## config.mk

```make
export PLATFORM = sky130hd
export DESIGN_NAME = kc705_ethernet_rgmii_axi_rx_decoder
export DESIGN_NICKNAME = d
export VERILOG_FILES = /design/src/rtl/rx_decoder_pkg.sv /design/src/rtl/axis_out_reg.sv /design/src/rtl/kc705_ethernet_rgmii_axi_rx_decoder.sv
export SDC_FILE = /design/constraint.sdc
export NUM_CORES = 1
export LEC_CHECK = 0
export CAP_MARGIN = 15
export CORE_UTILIZATION = 40
export CTS_CLUSTER_DIAMETER = 50
export DETAILED_ROUTE_END_ITERATION = 10
export PLACE_DENSITY_LB_ADDON = 0.08
export SLEW_MARGIN = 25
export SYNTH_ARGS = -nofsm -noshare
export SYNTH_HDL_FRONTEND = slang
export SYNTH_HIERARCHICAL = 1
export SYNTH_SLANG_ARGS = --single-unit
```

## constraint.sdc

```tcl
create_clock -name axi_tclk -period 3.7 [get_ports axi_tclk]
set_input_delay 0.555 -clock axi_tclk [delete_from_list [all_inputs] [get_ports axi_tclk]]
set_output_delay 0.555 -clock axi_tclk [all_outputs]
set_load 0.02 [all_outputs]
```

## src/rtl/rx_decoder_pkg.sv

```systemverilog
// Shared types and constants for the RGMII/AXI-Stream receive decoder.
package rx_decoder_pkg;

  // Decoder FSM: sink header, forward payload, or discard the rest of a frame
  typedef enum logic [1:0] {
    ST_IDLE    = 2'd0,
    ST_HEADER  = 2'd1,
    ST_PAYLOAD = 2'd2,
    ST_DROP    = 2'd3
  } rx_state_t;

  // Ethernet header lengths without and with an 802.1Q tag
  localparam int HDR_LEN_BASIC = 14;
  localparam int HDR_LEN_VLAN  = 18;

  // 802.1Q tag protocol identifier
  localparam logic [15:0] TPID_VLAN = 16'h8100;

  // Byte idx (0 = most significant) of a 48-bit MAC address
  function automatic logic [7:0] mac_byte(input logic [47:0] mac, input logic [2:0] idx);
    logic [47:0] w_sh;
    w_sh = mac << {idx, 3'b000};
    return w_sh[47:40];
  endfunction

endpackage

```

## src/rtl/axis_out_reg.sv

```systemverilog
// One-entry AXI-Stream output register: holds a byte until the downstream takes it.
module axis_out_reg (
  input  logic       i_clk,
  input  logic       i_rst_n,
  input  logic       i_load,
  input  logic [7:0] i_data,
  input  logic       i_last,
  input  logic       i_ready,
  output logic [7:0] o_data,
  output logic       o_valid,
  output logic       o_last
);

  logic [7:0] r_data;
  logic       r_valid;
  logic       r_last;

  // Load has priority so a same-cycle handshake and reload keeps the register full
  always_ff @(posedge i_clk or negedge i_rst_n) begin
    if (!i_rst_n) begin
      r_data  <= 8'd0;
      r_valid <= 1'b0;
      r_last  <= 1'b0;
    end else if (i_load) begin
      r_data  <= i_data;
      r_valid <= 1'b1;
      r_last  <= i_last;
    end else if (r_valid && i_ready) begin
      r_data  <= 8'd0;
      r_valid <= 1'b0;
      r_last  <= 1'b0;
    end
  end

  assign o_data  = r_data;
  assign o_valid = r_valid;
  assign o_last  = r_last;

endmodule

```

## src/rtl/kc705_ethernet_rgmii_axi_rx_decoder.sv

```systemverilog
// Receive-side frame decoder: checks the MAC (and optional VLAN) header and
// forwards up to MAX_SIZE payload bytes on an AXI-Stream byte interface.
module kc705_ethernet_rgmii_axi_rx_decoder
  import rx_decoder_pkg::*;
#(
  parameter logic [47:0] DEST_ADDR     = 48'hda0102030405,
  parameter logic [47:0] SRC_ADDR      = 48'h5a0102030405,
  parameter logic [15:0] MAX_SIZE      = 16'd1500,
  parameter logic [15:0] MIN_SIZE      = 16'd64,
  parameter logic        ENABLE_VLAN   = 1'b0,
  parameter logic [11:0] VLAN_ID       = 12'd2,
  parameter logic [2:0]  VLAN_PRIORITY = 3'd2
) (
  input  logic       axi_tclk,
  input  logic       axi_tresetn,
  input  logic       enable_rx_decode,
  input  logic [1:0] speed,
  input  logic [7:0] rx_axis_tdata,
  input  logic       rx_axis_tvalid,
  input  logic       rx_axis_tlast,
  output logic       rx_axis_tready,
  output logic [7:0] tdata,
  output logic       tvalid,
  output logic       tlast,
  input  logic       tready
);

  localparam int         HDR_LEN  = ENABLE_VLAN ? HDR_LEN_VLAN : HDR_LEN_BASIC;
  localparam logic [4:0] HDR_LAST = 5'(HDR_LEN - 1);

  rx_state_t   r_state;
  rx_state_t   w_state_next;
  logic [4:0]  r_hdr_cnt;
  logic [15:0] r_pay_cnt;
  logic        r_ucast_ok;
  logic        r_bcast_ok;
  logic        r_vlan_ok;
  logic        r_rdy_en;

  logic        w_beat;
  logic        w_first;
  logic [4:0]  w_idx;
  logic        w_ucast_ok;
  logic        w_bcast_ok;
  logic        w_vlan_ok;
  logic        w_hdr_pass;
  logic [15:0] w_pay_cnt_inc;
  logic        w_max_hit;
  logic        w_load;
  logic        w_unused;

  // Link speed and the remote MAC / minimum size do not influence decoding
  assign w_unused = ^{speed, DEST_ADDR, MIN_SIZE};

  assign w_beat        = rx_axis_tvalid & rx_axis_tready;
  assign w_pay_cnt_inc = r_pay_cnt + 16'd1;
  assign w_max_hit     = (w_pay_cnt_inc == MAX_SIZE);

  // Running header checks including the byte currently on the input
  always_comb begin
    w_first    = (r_state == ST_IDLE);
    w_idx      = w_first ? 5'd0 : r_hdr_cnt;
    w_ucast_ok = w_first ? 1'b1 : r_ucast_ok;
    w_bcast_ok = w_first ? 1'b1 : r_bcast_ok;
    w_vlan_ok  = w_first ? 1'b1 : r_vlan_ok;
    if (w_idx < 5'd6) begin
      if (rx_axis_tdata != mac_byte(SRC_ADDR, w_idx[2:0])) w_ucast_ok = 1'b0;
      if (rx_axis_tdata != 8'hFF)                          w_bcast_ok = 1'b0;
    end
    if (ENABLE_VLAN) begin
      if (w_idx == 5'd12 && rx_axis_tdata != TPID_VLAN[15:8]) w_vlan_ok = 1'b0;
      if (w_idx == 5'd13 && rx_axis_tdata != TPID_VLAN[7:0])  w_vlan_ok = 1'b0;
      if (w_idx == 5'd14 && (rx_axis_tdata[7:5] != VLAN_PRIORITY ||
                             rx_axis_tdata[3:0] != VLAN_ID[11:8])) w_vlan_ok = 1'b0;
      if (w_idx == 5'd15 && rx_axis_tdata != VLAN_ID[7:0])    w_vlan_ok = 1'b0;
    end
    w_hdr_pass = (w_ucast_ok | w_bcast_ok) & w_vlan_ok;
  end

  // FSM state register
  always_ff @(posedge axi_tclk or negedge axi_tresetn) begin
    if (!axi_tresetn) r_state <= ST_IDLE;
    else              r_state <= w_state_next;
  end

  // FSM next-state logic
  always_comb begin
    w_state_next = r_state;
    case (r_state)
      ST_IDLE: begin
        if (w_beat && !rx_axis_tlast)
          w_state_next = enable_rx_decode ? ST_HEADER : ST_DROP;
      end
      ST_HEADER: begin
        if (w_beat) begin
          if (rx_axis_tlast)              w_state_next = ST_IDLE;
          else if (r_hdr_cnt == HDR_LAST) w_state_next = w_hdr_pass ? ST_PAYLOAD : ST_DROP;
        end
      end
      ST_PAYLOAD: begin
        if (w_beat) begin
          if (rx_axis_tlast)  w_state_next = ST_IDLE;
          else if (w_max_hit) w_state_next = ST_DROP;
        end
      end
      ST_DROP: begin
        if (w_beat && rx_axis_tlast) w_state_next = ST_IDLE;
      end
      default: w_state_next = ST_IDLE;
    endcase
  end

  // FSM outputs: full-rate sink outside PAYLOAD, register-gated inside it
  always_comb begin
    rx_axis_tready = 1'b0;
    if (r_rdy_en)
      rx_axis_tready = (r_state == ST_PAYLOAD) ? (~tvalid | tready) : 1'b1;
    w_load = w_beat && (r_state == ST_PAYLOAD);
  end

  // Header byte counter, accumulated match flags and ready enable after reset
  always_ff @(posedge axi_tclk or negedge axi_tresetn) begin
    if (!axi_tresetn) begin
      r_hdr_cnt  <= 5'd0;
      r_ucast_ok <= 1'b0;
      r_bcast_ok <= 1'b0;
      r_vlan_ok  <= 1'b0;
      r_rdy_en   <= 1'b0;
    end else begin
      r_rdy_en <= 1'b1;
      if (w_beat && (r_state == ST_IDLE || r_state == ST_HEADER)) begin
        r_hdr_cnt  <= w_idx + 5'd1;
        r_ucast_ok <= w_ucast_ok;
        r_bcast_ok <= w_bcast_ok;
        r_vlan_ok  <= w_vlan_ok;
      end
    end
  end

  // Payload byte counter, restarted for every frame
  always_ff @(posedge axi_tclk or negedge axi_tresetn) begin
    if (!axi_tresetn)               r_pay_cnt <= 16'd0;
    else if (r_state != ST_PAYLOAD) r_pay_cnt <= 16'd0;
    else if (w_beat)                r_pay_cnt <= w_pay_cnt_inc;
  end

  axis_out_reg u_out_reg (
    .i_clk   (axi_tclk),
    .i_rst_n (axi_tresetn),
    .i_load  (w_load),
    .i_data  (rx_axis_tdata),
    .i_last  (rx_axis_tlast | w_max_hit),
    .i_ready (tready),
    .o_data  (tdata),
    .o_valid (tvalid),
    .o_last  (tlast)
  );

endmodule

```

Word-level counts from Yosys, hierarchy flattened. Cells that the tools add are included. W data, S select, Z words.

Flip-flop bits (word level): 37.

Equal/unequal tests: 14. Mux-type cells: 28. Add/sub/neg operators: 2. Order comparisons: 1. Shifts and indexed selects: 1. Bitwise operators: 6. Reductions and logical operators: 11.

Operator list (count): $shl A47 B6 Y48 const A (1); $mux W16 (2); $mux W2 (9); $add A16 B1 Y16 const B (1); $eq A16 B11 Y1 const B (1); $mux W8 (2); $mux W1 (13); $ne A2 B2 Y1 const B (4); $ne A8 B8 Y1 (1); $ne A8 B8 Y1 const B (1); $pmux W2 S4 (1); $ne A3 B3 Y1 const B (2); $reduce_and A6 Y1 (1); $add A5 B1 Y5 const B (1); $eq A5 B4 Y1 const B (1); $logic_and A1 B1 Y1 (5); $lt A5 B3 Y1 const B (1); $mux W5 (1); $eq A2 B2 Y1 const B (2); $reduce_bool A2 Y1 (2); $or A1 B1 Y1 (3); $and A1 B1 Y1 (2); $eq A2 B1 Y1 const B (1); $logic_not A2 Y1 (1); 4 further kinds (4).

Longest topological paths before layout. Gate-level depths: netlist (run 1).

Depth after elaboration: 13. Mapped depth: 10.

By module. The synthesis (run 1) kept the hierarchy.

By module, submodules not included: kc705_ethernet_rgmii_axi_rx_decoder (seq. area each 675.6 sq um, cells an instance 196, times used 1, area an instance 1775.5 sq um); axis_out_reg (seq. area each 250.2 sq um, cells an instance 33, times used 1, area an instance 426.7 sq um).

Worst setup path after synthesis (run 1). No wires, ideal clock.

Kind: flip-flop to flip-flop. Start: register r_state[1]. End: register r_state[0]. Path buffers: 1. Setup time: 0.127 ns. Path slack: 1.663 ns. Cell stages (with the launch flop): 10. Period minus slack after synthesis: 2.037 ns. Arrival: 1.910 ns. Cells stage by stage: dfrtp_1 or2_1 buf_6 nand2_1 ha_1 a2111oi_0 a31oi_1 nor4b_2 o2111a_1 a211oi_1.

Cells in the longest elaborated chain, start to end: 13. Elaborated cells on any way between the ends: 34. Classes of those cells: order compare (1); eq/ne (10); shift (1); mux (15); bitwise (3); reduce/logical (4).

Ends and longest elaborated chain: start, declared (line kc705_ethernet_rgmii_axi_rx_decoder.sv:31) `rx_state_t r_state;`; start signal, assigned (line kc705_ethernet_rgmii_axi_rx_decoder.sv:83) `else r_state <= w_state_next;`; $logic_not A2 Y1 (line kc705_ethernet_rgmii_axi_rx_decoder.sv:61, kc705_ethernet_rgmii_axi_rx_decoder.sv:89); $mux W5 (line kc705_ethernet_rgmii_axi_rx_decoder.sv:62) `w_idx = w_first ? 5'd0 : r_hdr_cnt;`; $shl A47 B6 Y48 (line rx_decoder_pkg.sv:22) `w_sh = mac << {idx, 3'b000};`; $ne A8 B8 Y1 (line kc705_ethernet_rgmii_axi_rx_decoder.sv:67) `if (rx_axis_tdata != mac_byte(SRC_ADDR, w_idx[2:0])) w_ucast_ok = 1'b0;`; $mux W1 (line kc705_ethernet_rgmii_axi_rx_decoder.sv:67); $mux W1 (line kc705_ethernet_rgmii_axi_rx_decoder.sv:66) `if (w_idx < 5'd6) begin`; $or A1 B1 Y1 (line kc705_ethernet_rgmii_axi_rx_decoder.sv:77) `w_hdr_pass = (w_ucast_ok | w_bcast_ok) & w_vlan_ok;`; $and A1 B1 Y1 (line kc705_ethernet_rgmii_axi_rx_decoder.sv:77); $mux W1 (line kc705_ethernet_rgmii_axi_rx_decoder.sv:97) `else if (r_hdr_cnt == HDR_LAST) w_state_next = w_hdr_pass ? ST_PAYLOAD : ST_DROP;`; $mux W2 (line kc705_ethernet_rgmii_axi_rx_decoder.sv:97); $mux W2 (line kc705_ethernet_rgmii_axi_rx_decoder.sv:96) `if (rx_axis_tlast) w_state_next = ST_IDLE;`; $mux W2 (line kc705_ethernet_rgmii_axi_rx_decoder.sv:95) `if (w_beat) begin`; $pmux W2 S4 (line kc705_ethernet_rgmii_axi_rx_decoder.sv:89) `case (r_state)`.

Several ways; a longest one is shown, not always the timed one. The select of a mux whose other input is x is not followed. A chain may end at the register's enable or synchronous reset.

Worst setup path after layout (run 1).
Start: register r_state[0]. End: output rx_axis_tready.

Cells in the longest elaborated chain, start to end: 3.

Ends and longest elaborated chain: $eq A2 B2 Y1 (line kc705_ethernet_rgmii_axi_rx_decoder.sv:117) `rx_axis_tready = (r_state == ST_PAYLOAD) ? (~tvalid | tready) : 1'b1;`; $mux W1 (line kc705_ethernet_rgmii_axi_rx_decoder.sv:117); $mux W1 (line kc705_ethernet_rgmii_axi_rx_decoder.sv:116) `if (r_rdy_en)`; end, declared (line kc705_ethernet_rgmii_axi_rx_decoder.sv:21) `output logic rx_axis_tready,`.

Every way passes these cells.

==> flow_summary.json, run 1 <==
{
  "start_util": 0.423,
  "post_cts_buffers": 0,
  "clk_path_buf_depth": 2,
  "fillCellCount": 515,
  "met1_length_um": 2540,
  "cts_resized": 0,
  "synth_edf_count": 0,
  "synth.distinct_cells": 52,
  "worstSetupPathType": "flop to output pin",
  "drt_iter0_markers": 85,
  "ir_drop_mv": 0.238,
  "synth_flop_cell": "dfrtp_1",
  "antenna_found_initial": 0,
  "fin_hold_ws_ns": 0.351,
  "setup_viol": 0,
  "core_um2": 5200,
  "clkSlewWorstSetupHoldPaths_ns": 0.08,
  "drc": 0,
  "reg2reg_from": "r_state[0]$_DFFE_PN0P_",
  "area_growth_pct": 16.0,
  "first_global_vias": 1587,
  "yosysSeqAreaShare": 0.420,
  "startpoint": "r_state[0]$_DFFE_PN0P_",
  "fp.dieH_um": 76.2,
  "finalHoldViolations": 0,
  "critPathLaunchType": "flop",
  "ys_ff_latch": 37,
  "cp_max_fo": 20,
  "wl_per_cell_um": 14.4,
  "post-route-min-period_ns": 2.52,
  "r2r_cells": 8,
  "viasPerCell": 5.23,
  "drive_gt1_frac": 0.0806,
  "place.gp.congestion": 0.772,
  "tightest_slew_ns": 0.828,
  "cp_cell_sequence": "nand2b_1 -> buf_4 -> o31a_1 -> clkdlybuf4s50_1",
  "endpoint": "rx_axis_tready",
  "setup_tns_ns": 0,
  "drt-pass1-iter-count": 4,
  "async_flop_share": 1.00,
  "io_buffers": 24,
  "die_w_um": 76.2,
  "reg2reg_to": "r_state[0]$_DFFE_PN0P_",
  "layout_common_cells": "37 x dfrtp_1, 23 x nor2_1, 23 x clkdlybuf4s50_1",
  "syn_inst": 229,
  "cts_tree": "done",
  "slowest_delay_ns": 0.54,
  "post-route-period-util": 0.681,
  "grt_pass1_wl_um": 8210,
  "synth.cell_area_um2": 2200,
  "clockRootBuffer": "clkbuf_8",
  "crit_path_top_delay_cell": "clkdlybuf4s50_1",
  "grt_max_degree": 38,
  "cts_sinks": 37,
  "rrSetupSlack_ns": 1.36,
  "dieArea_um2": 5810,
  "maxSlewHeadroom": 0.448,
  "skew_ns": 0.00627,
  "hpwl_um": 3150,
  "outcome": "complete, no violations",
  "placementRows": 26,
  "arrival_ns": 1.97,
  "holdBufCountCts": 0,
  "maxClockFrequency_mhz": 397,
  "p_total_mw": 1.47,
  "highest_layer": "met4",
  "vias": 1664,
  "hold_class": "input port to async pin",
  "diodes": 0,
  "track_usage": 0.177,
  "critical_path_required_ns": 3.14,
  "htreeDepth": 2,
  "rsz0062_at_grt": "no",
  "end_kind": "output pin",
  "ys_warn_count": 6,
  "clk_latency_ns": 0.29,
  "drv_cap": 0,
  "avgSynthCellArea_um2": 9.62,
  "cts_made_buffers": 5,
  "wl_met2_um": 1820,
  "gr-total-overflow": 0,
  "power_density_nw_per_um2": 575,
  "wirelength_um": 4580,
  "num_io_pins": 27,
  "p_leak_nw": 1.05,
  "met3WireLength_um": 166,
  "slew_viol_final": 0,
  "fin_nets": 266,
  "drtAntennaViolNets": 0,
  "final_common_cell": "dfrtp_1",
  "syn_nets": 248
}
-- power by group --
| group | leakage [nW] | total (mW) | switching, mW | internal, mW |
|---|---|---|---|---|
| clock network | 0.0585 | 0.369 | 0.149 | 0.220 |
| registers | 0.489 | 0.589 | 0.0949 | 0.495 |
| logic | 0.504 | 0.511 | 0.256 | 0.255 |
| total | 1.05 | 1.47 | 0.500 | 0.969 |
-- metrics by stage --
stage / utilization / instance area, um^2 / setup slack [ns] / std cells
final: 0.491 / 2550 / 1.18 / 318
after global routing: 0.491 / 2550 / 1.08 / 318
after CTS: 0.491 / 2550 / 1.16 / 318
after detailed placement: 0.469 / 2440 / 1.19 / 310
after global placement: 0.468 / 2440 / 1.05 / 310
after floorplan: - / 2200 / 1.66 / 229
-- synth_stat cells, types with 4 or more instances --
library cell   n  area (um^2)
a211oi_1       4         30.0
a21oi_1        6         30.0
a22o_1        10         87.6
buf_2          8         40.0
dfrtp_1       37          926
inv_1          6         22.5
nand2_1       17         63.8
nand2b_1       5         31.3
nand3_1        6         30.0
nand4_1        7         43.8
nor2_1        24         90.1
nor2b_1       12         75.1
nor3_1         6         30.0
o21ai_0        9         45.0
xnor2_1        9         78.8
xor2_1        12          105
-- final cells by class --
| class | count | area, um^2 | share of cell area |
|---|---|---|---|
| flip-flops and latches | 37 | 926 | 0.362 |
| clock inverters | 1 | 30.0 | 0.0118 |
| multi-input cells | 172 | 1160 | 0.454 |
| clock buffers | 7 | 86.3 | 0.0338 |
| inverters | 6 | 22.5 | 0.00881 |
| well taps | 70 | 87.6 | 0.0343 |
| repair buffers | 25 | 243 | 0.0950 |
-- registers in the layout, summed over array words and instances, names as in the netlist --
| register | count |
|---|---|
| r_bcast_ok | 1 |
| r_hdr_cnt | 5 |
| r_pay_cnt | 16 |
| r_rdy_en | 1 |
| r_state | 2 |
| r_ucast_ok | 1 |
| r_vlan_ok | 1 |
| u_out_reg/o_data | 8 |
| u_out_reg/o_last | 1 |
| u_out_reg/o_valid | 1 |
-- worst min-delay path by stage --
stage,to,slack (ns),cells after the start
final,r_pay_cnt[8]$_DFFE_PN0N_,0.35,1
after CTS,r_pay_cnt[8]$_DFFE_PN0N_,0.40,1
after floorplan,r_bcast_ok$_DFFE_PN0P_,0.26,0
after global placement,r_vlan_ok$_DFFE_PN0P_,0.46,1
after global routing,r_rdy_en$_DFF_PN0_,0.44,1
after detailed placement,r_vlan_ok$_DFFE_PN0P_,0.45,1
-- logic make-up after synthesis --
group,after synthesis,synth area share
buffers and inverters,20,0.0540
other,1,0.00170
xor gates and xnor gates,21,0.0835
adders and majority gates,3,0.0170
DFF,37,0.420
AOI/OAI and AO/OA,52,0.180
muxes,3,0.0153
and+or+nand+nor,92,0.228
-- per-layer routing --
layer / track usage / vias up
li1: - / 849
met1: 0.271 / 777
met2: 0.245 / 32
met3: 0.0347 / 6
met4: 0.0635 / 0
met5: 0 / -
-- critical path, delay by kind of cell, from the launching register on --
family | cells | cell delay [ns]
AND/OR/NAND/NOR | 1 | 0.18
flip-flops | 1 | 0.48
AO/OA/AOI/OAI | 1 | 0.26
buffers and inverters | 2 | 0.75
Power figures use the tool's default switching activity.
==> run 2, diff against run 1 <==
==> constraint.sdc (replaced) <==
create_clock -name axi_tclk -period 2.6 [get_ports axi_tclk]
set_input_delay 0.39 -clock axi_tclk [delete_from_list [all_inputs] [get_ports axi_tclk]]
set_output_delay 0.39 -clock axi_tclk [all_outputs]
set_load 0.02 [all_outputs]
==> flow_summary.json, run 2 (same netlist as run 1, synthesis figures left out) <==
{
  "wirelength_um": 4580,
  "crit_path_top_delay_cell": "clkdlybuf4s50_1",
  "layout_common_cells": "37 x dfrtp_1, 23 x nor2_1, 23 x clkdlybuf4s50_1",
  "p_leak_nw": 1.05,
  "cts_made_buffers": 5,
  "die_w_um": 76.2,
  "drt_iter0_markers": 103,
  "drtAntennaViolNets": 0,
  "hold_class": "input port to async pin",
  "placed_area_um2": 2460,
  "post-route-min-period_ns": 2.26,
  "largest_register": "r_pay_cnt",
  "setup_tns_ns": 0,
  "grt_pass1_wl_um": 7920,
  "cp_max_fo": 10,
  "post-route-period-util": 0.870,
  "clockRootBuffer": "clkbuf_8",
  "fin_area_um2": 2540,
  "critPathLaunchType": "flop",
  "antenna_found_initial": 0,
  "track_usage": 0.173,
  "clk_path_buf_depth": 2,
  "start_util": 0.423,
  "outcome": "complete, no violations",
  "num_io_pins": 27,
  "slew_viol_final": 0,
  "htreeDepth": 2,
  "arrival_ns": 1.87,
  "vias": 1713,
  "core_um2": 5200,
  "critical_path_required_ns": 2.21,
  "area_growth_pct": 15.4,
  "drc": 0,
  "drt-pass1-iter-count": 4,
  "clkSlewWorstSetupHoldPaths_ns": 0.07,
  "end_kind": "output pin",
  "worstSetupPathType": "flop to output pin",
  "drv_cap": 0,
  "viasPerCell": 5.34,
  "first_global_vias": 1574,
  "dieArea_um2": 5810,
  "post_cts_buffers": 0,
  "finalHoldViolations": 0,
  "maxSlewHeadroom": 0.444,
  "io_buffers": 24,
  "fin_hold_ws_ns": 0.200,
  "cts_tree": "done",
  "hpwl_um": 3180,
  "maxClockFrequency_mhz": 442,
  "fp.dieH_um": 76.2,
  "cts_sinks": 37,
  "skew_ns": 0.00690,
  "clk_latency_ns": 0.29,
  "place.gp.congestion": 0.730,
  "setup_viol": 0,
  "holdBufCountCts": 0,
  "largest_reg_flops": 16,
  "drive_gt1_frac": 0.0837,
  "final_common_cell": "dfrtp_1",
  "gr-total-overflow": 0,
  "cp_cell_sequence": "nand2b_1 -> o31a_1 -> clkdlybuf4s50_1",
  "placementRows": 26,
  "slowest_delay_ns": 0.53,
  "cts_resized": 0,
  "fin_nets": 269,
  "grt_max_degree": 38,
  "wl_per_cell_um": 14.3,
  "ir_drop_mv": 0.355,
  "rsz0062_at_grt": "no",
  "power_density_nw_per_um2": 777,
  "tightest_slew_ns": 0.834,
  "diodes": 0
}
==> run 2: changes by cell type in the layout (fill, tap and decap cells not counted), sizes merged <==
cell    previous run  this run
buf                2         5
bufinv             1         0
clkbuf             7         8
==> run 2: worst paths after layout <==
path	startpoint	end	slack, ns	cells after the start
max in group asynchronous	axi_tresetn	u_out_reg/o_data[2]$_DFFE_PN0P_	1.87	1
max	r_state[0]$_DFFE_PN0P_	rx_axis_tready	0.34	3
min	axi_tresetn	r_pay_cnt[7]$_DFFE_PN0N_	0.20	1
min in group axi_tclk	r_vlan_ok$_DFFE_PN0P_	r_vlan_ok$_DFFE_PN0P_	0.48	1
min reg2reg	r_vlan_ok$_DFFE_PN0P_	r_vlan_ok$_DFFE_PN0P_	0.48	1
max reg2reg	r_state[0]$_DFFE_PN0P_	r_state[0]$_DFFE_PN0P_	0.40	8
==> run 2: final cells by class <==
cell class	count	area [um^2]
inverter	6	22.5
fill	508	2660
timing repair buffer	28	265
tap	70	87.6
clock buffer	8	80.1
sequential	37	926
multi-input combinational	172	1160
==> run 2: critical path: cells and delay by family, from the launching register on <==
family          cells  cell delay [ns]
compound gates      1             0.28
buf+inv             1             0.53
flops               1             0.48
simple gates        1             0.29
==> run 2: per-layer routing <==
layer	vias up	track usage	wire, um
met4	0	0.0519	54
met3	6	0.0443	212
li1	853	-	-
met2	40	0.237	1830
met1	814	0.263	2480
met5	-	0	0
==> run 2: stage by stage <==
step | utilization | total power [mW] | setup slack (ns) | instances
after CTS | 0.488 | 1.98 | 0.330 | 321
after global placement | 0.472 | 1.58 | 0.185 | 313
after detailed placement | 0.473 | 1.58 | 0.408 | 313
final | 0.488 | 1.97 | 0.337 | 321
after global routing | 0.488 | 2.11 | 0.242 | 321
after floorplan | - | 1.33 | 0.563 | 229
==> run 2: power breakdown <==
group          total (mW)  leakage [nW]  switching (mW)  internal (mW)
registers           0.842         0.489           0.138          0.704
clock network       0.389        0.0395           0.198          0.191
logic               0.743         0.519           0.370          0.373
